===== src/rtl/tilemap_column_writer.sv =====
// tilemap_column_writer
// Streams level columns into a 32-column tilemap ring ahead of the visible
// window and owns the horizontal scroll position.
// Optional feature macro: TILEMAP_WRITER_STALL_EN (an illegal scroll advance
// stalls the scroll instead of advancing into stale columns).
//
// Column stream handshake: a beat transfers on a rising clk edge where
// col_valid and col_ready are both high; col_tile/col_last are sampled on
// that edge. col_ready never depends on col_valid.
module tilemap_column_writer #(
  parameter int LOOKAHEAD = 24,
  parameter int ROWS      = 15
) (
  input  logic        clk,
  input  logic        reset,
  input  logic        enable,
  input  logic        frame_tick,
  input  logic [4:0]  speed,
  input  logic        col_valid,
  output logic        col_ready,
  input  logic [7:0]  col_tile,
  input  logic        col_last,
  output logic [13:0] tm_address,
  output logic        tm_we,
  output logic [7:0]  tm_din,
  output logic [9:0]  scroll_offset,
  output logic [4:0]  ahead,
  output logic        underrun
);

  localparam logic [4:0] LOOKAHEAD_C = 5'(LOOKAHEAD);
  localparam logic [3:0] LAST_ROW    = 4'(ROWS - 1);
  localparam logic [4:0] MIN_AHEAD   = 5'd21;

  typedef enum logic [1:0] {
    IDLE   = 2'd0,
    STREAM = 2'd1,
    PAD    = 2'd2,
    COMMIT = 2'd3
  } state_t;

  state_t      state;
  state_t      state_next;
  logic [4:0]  write_col;
  logic [3:0]  row;
  logic [3:0]  row_next;
  logic        wr_en;
  logic [7:0]  wr_tile;
  logic        col_advance;

  logic [4:0]  wc_after;
  logic [9:0]  scroll_next;
  logic [4:0]  ahead_after;
  logic        advance_ok;

  // Distance from the scroll column to the next column to be filled (mod 32).
  assign ahead = write_col - scroll_offset[9:5];

  // Column FSM: next state, handshake and tilemap write request.
  always_comb begin
    state_next  = state;
    row_next    = row;
    col_ready   = 1'b0;
    wr_en       = 1'b0;
    wr_tile     = 8'h00;
    col_advance = 1'b0;
    case (state)
      IDLE: begin
        col_ready = !reset && (ahead < LOOKAHEAD_C);
        if (col_valid && col_ready) begin
          wr_en    = 1'b1;
          wr_tile  = col_tile;
          row_next = 4'd1;
          if (LAST_ROW == 4'd0) begin
            state_next = COMMIT;
          end else if (col_last) begin
            state_next = PAD;
          end else begin
            state_next = STREAM;
          end
        end
      end
      STREAM: begin
        col_ready = !reset;
        if (col_valid && col_ready) begin
          wr_en    = 1'b1;
          wr_tile  = col_tile;
          row_next = row + 4'd1;
          // The final row closes the column whatever col_last says.
          if (row == LAST_ROW) begin
            state_next = COMMIT;
          end else if (col_last) begin
            state_next = PAD;
          end
        end
      end
      PAD: begin
        wr_en    = 1'b1;
        wr_tile  = 8'h00;
        row_next = row + 4'd1;
        if (row == LAST_ROW) begin
          state_next = COMMIT;
        end
      end
      COMMIT: begin
        row_next    = 4'd0;
        col_advance = 1'b1;
        state_next  = IDLE;
      end
      default: begin
        state_next = IDLE;
      end
    endcase
  end

  // FSM state, row/column counters and the registered tilemap write port.
  always_ff @(posedge clk) begin
    if (reset) begin
      state      <= IDLE;
      row        <= 4'd0;
      write_col  <= 5'd0;
      tm_we      <= 1'b0;
      tm_address <= 14'd0;
      tm_din     <= 8'h00;
    end else begin
      state     <= state_next;
      row       <= row_next;
      write_col <= write_col + {4'b0000, col_advance};
      tm_we     <= wr_en;
      if (wr_en) begin
        tm_address <= {4'b0000, row, 1'b0, write_col};
        tm_din     <= wr_tile;
      end
    end
  end

  // Legality of a frame advance, judged against the column count including
  // a commit landing in the same cycle.
  always_comb begin
    wc_after    = write_col + {4'b0000, col_advance};
    scroll_next = scroll_offset + {5'b00000, speed};
    ahead_after = wc_after - scroll_next[9:5];
    advance_ok  = (ahead_after >= MIN_AHEAD);
  end

  // Scroll position and sticky underrun flag, updated once per frame tick.
  always_ff @(posedge clk) begin
    if (reset) begin
      scroll_offset <= 10'd0;
      underrun      <= 1'b0;
    end else if (frame_tick && enable) begin
      if (advance_ok) begin
        scroll_offset <= scroll_next;
      end else begin
        underrun <= 1'b1;
`ifdef TILEMAP_WRITER_STALL_EN
        scroll_offset <= scroll_offset;
`else
        scroll_offset <= scroll_next;
`endif
      end
    end
  end

endmodule

===== config.mk =====
export PLATFORM = sky130hd
export DESIGN_NAME = tilemap_column_writer
export DESIGN_NICKNAME = d
export VERILOG_FILES = /design/src/rtl/tilemap_column_writer.sv
export SDC_FILE = /design/constraint.sdc
export NUM_CORES = 1
export LEC_CHECK = 0
export ABC_AREA = 1
export ABC_CLOCK_PERIOD_IN_PS = 8600
export BUFFER_PORTS_ARGS = -buffer_cell sky130_fd_sc_hd__buf_4
export CAP_MARGIN = 20
export CORE_MARGIN = 2
export CORE_UTILIZATION = 35
export CTS_BUF_LIST = sky130_fd_sc_hd__clkbuf_8
export CTS_CLUSTER_DIAMETER = 100
export DETAILED_ROUTE_END_ITERATION = 6
export PLACE_DENSITY = 0.57
export SLEW_MARGIN = 20
export SYNTH_ARGS = -nofsm -noshare
export SYNTH_HDL_FRONTEND = slang
export SYNTH_SLANG_ARGS = --single-unit

===== constraint.sdc =====
create_clock -name clk -period 8.6 [get_ports clk]
set_input_delay 1.29 -clock clk [delete_from_list [all_inputs] [get_ports clk]]
set_output_delay 1.29 -clock clk [all_outputs]
set_load 0.05 [all_outputs]

==> impl_metrics.ini <==
[place]
dpl.hpwl_microns = 4480
dp_cells = 509
dpl_cell_area_sq_um = 3110
portBuffers = 53
pre_cts_slack_ns = 4.64
place_congestion = 0.845

[power]
p_sw_mw = 0.374
ir_drop_mv = 0.0621
p_seq_frac = 0.300
cellPowerDensity_nw_per_um2 = 250
sw_frac_of_total = 0.465
pwr-share-comb = 0.506
power.leakage_nw = 1.62
power_mw = 0.805
internal-power_mw = 0.430
pwr-share-clk = 0.194

[routing]
dr.pass1.iters = 6
vias = 2315
viasPerCell = 4.48
ant_nets = 0
finalWirelength_microns = 5770
drt-initial-drc-count = 74
drc = 0
routedWlPerCell_microns = 11.2

[global_route]
grt_usage = 0.145
gr-usage-met2 = 0.234
grt_pass1_vias = 2140
grt-busiest-layer = met2
use_met1 = 0.193
grt_pass1_wl_microns = 9850
grt_overflow_total = 0
antenna_found_initial = 0
grt_use_met3 = 0.0340
grt_max_degree = 23

[clocking]
ctsHoldBuffers = 0
cts_tree = done
clock_sinks = 40
clkTransAtPathRegs_ns = 0.09
post-cts-setup-buffers = 0
clockBufferDepth = 2
cts_buffers = 5
cts-resized-gates = 0
clk_latency_ns = 0.30
cts_htree_levels = 2
root_buffer = clkbuf_8

[timing]
finClkSkew_ns = 0.0106
min_period_ns = 3.70
setup_slack_ns = 4.90
hold_ws_ns = 0.465
setup_tns_ns = 0
setup_violations = 0
rsz0062_at_grt = no
finalMaxSlewViolations = 0
fmax_ghz = 0.270
slew_headroom = 0.555
final-hold-violation-count = 0
worst_slew_pin_slew_ns = 0.666
period_share = 0.430

[logic_synthesis]
synth-edff-count = 0
yosysTopAreaCell = dfxtp_1
syn_area_per_cell_sq_um = 7.31
seq_area_frac_synth = 0.300
synth_common_cells = 70 x nand2_1, 52 x inv_1, 40 x dfxtp_1
synth_top_area_frac = 0.300
synth_warnings = 0
synth_flop_cell = dfxtp_1
ys_seq_elements = 40
synth.area.top_cells = dfxtp_1 30%, ha_1 10%, nand2_1 9.8%
syn_inst = 365
ys_async_sr_fraction = 0
syn_area_sq_um = 2670
synth_most_common_cell = nand2_1
ys_types = 35

[die]
die_y_microns = 91.3
start_util = 0.364
pin_count = 59
row_count = 31
fp.dieArea_sq_um = 8340
die_w_microns = 91.3
core_area_sq_um = 7330

[run_status]
outcome = finished clean

[layout]
fin_nets = 461
utilization = 0.440
n_fill_cell = 762
fin_area_sq_um = 3220
syn_to_final_growth_pct = 20.9
fin_cells = 517
diodes = 0
drive_above_1_share = 0.213

[min_path]
min_path_type = register to register
min_path_cells = 2

[run]
cap_violations = 0

[setup_path]
worstSetupPathType = register to primary output
startpoint_type = register
endpoint_kind = primary output
crit_arrival_ns = 2.41
required_ns = 7.31
path_max_fanout = 7
r2r_cells = 20
-- state kept, by name, indices dropped and copies added (netlist names) --
name,flops
row,4
scroll_offset,10
state,2
tm_address,9
tm_din,8
tm_we,1
underrun,1
write_col,5
-- routing by layer --
metal	wire (microns)	vias to the layer above
met5	0	-
met4	72	0
met3	263	5
met2	2580	43
met1	2860	1024
li1	-	1243
-- area by class of cell --
cell class / instances / area [sq um] / share of cell area
sequential: 40 / 801 / 0.248
clock inverter: 3 / 42.5 / 0.0132
inverter: 57 / 221 / 0.0687
multi-input combinational: 260 / 1570 / 0.487
tap: 99 / 124 / 0.0384
timing repair buffer: 53 / 398 / 0.123
clock buffer: 5 / 68.8 / 0.0213
-- cell usage in the layout, fill, tap and decap left out, drive strengths merged, types with 2 or more instances in the layout --
cell and n:
xor2 9, buf 53, clkbuf 5, nand3b 5
a21oi 23, dfxtp 40, ha 22, conb 5
nand4 2, fa 3, inv 55, nand2 77
xnor2 3, clkinv 3, o21ai 16, nand3 44
nor2 47
-- critical path, stage by stage, from the launching register on --
cell      delay [ns]
dfxtp_1         0.39
ha_1            0.26
fa_1            0.40
nand3b_1        0.21
nand2_1         0.09
nand2_1         0.08
nand2_4         0.09
nand2_4         0.07
a21oi_1         0.26
nor2_1          0.07
buf_4           0.19
-- cells by family after synthesis --
group | after synthesis | synth area share
XOR/XNOR | 12 | 0.0394
buffers and inverters | 69 | 0.117
other | 1 | 0.00141
adder cells (fa/ha/maj) | 25 | 0.126
flip-flops | 40 | 0.300
AO/OA/AOI/OAI | 41 | 0.0788
AND/OR/NAND/NOR | 177 | 0.337
-- final timing paths --
| kind | startpoint | slack, ns | end |
|---|---|---|---|
| setup / recovery | scroll_offset[5]$_SDFFE_PP0P_ | 4.90 | col_ready |
| hold / removal | underrun$_SDFFE_PP0P_ | 0.47 | underrun$_SDFFE_PP0P_ |
| setup reg to reg | scroll_offset[0]$_SDFFE_PP0P_ | 5.62 | underrun$_SDFFE_PP0P_ |
| hold reg to reg | underrun$_SDFFE_PP0P_ | 0.47 | underrun$_SDFFE_PP0P_ |
-- power by group through the flow --
stage / registers [mW] / logic (mW) / clock network, mW
final: 0.241 / 0.407 / 0.156
after global routing: 0.246 / 0.448 / 0.171
after CTS: 0.242 / 0.412 / 0.161
after detailed placement: 0.246 / 0.411 / 0
after global placement: 0.245 / 0.409 / 0
after floorplan: 0.331 / 0.243 / 0
Note: power is estimated with default switching activity, not from simulation.
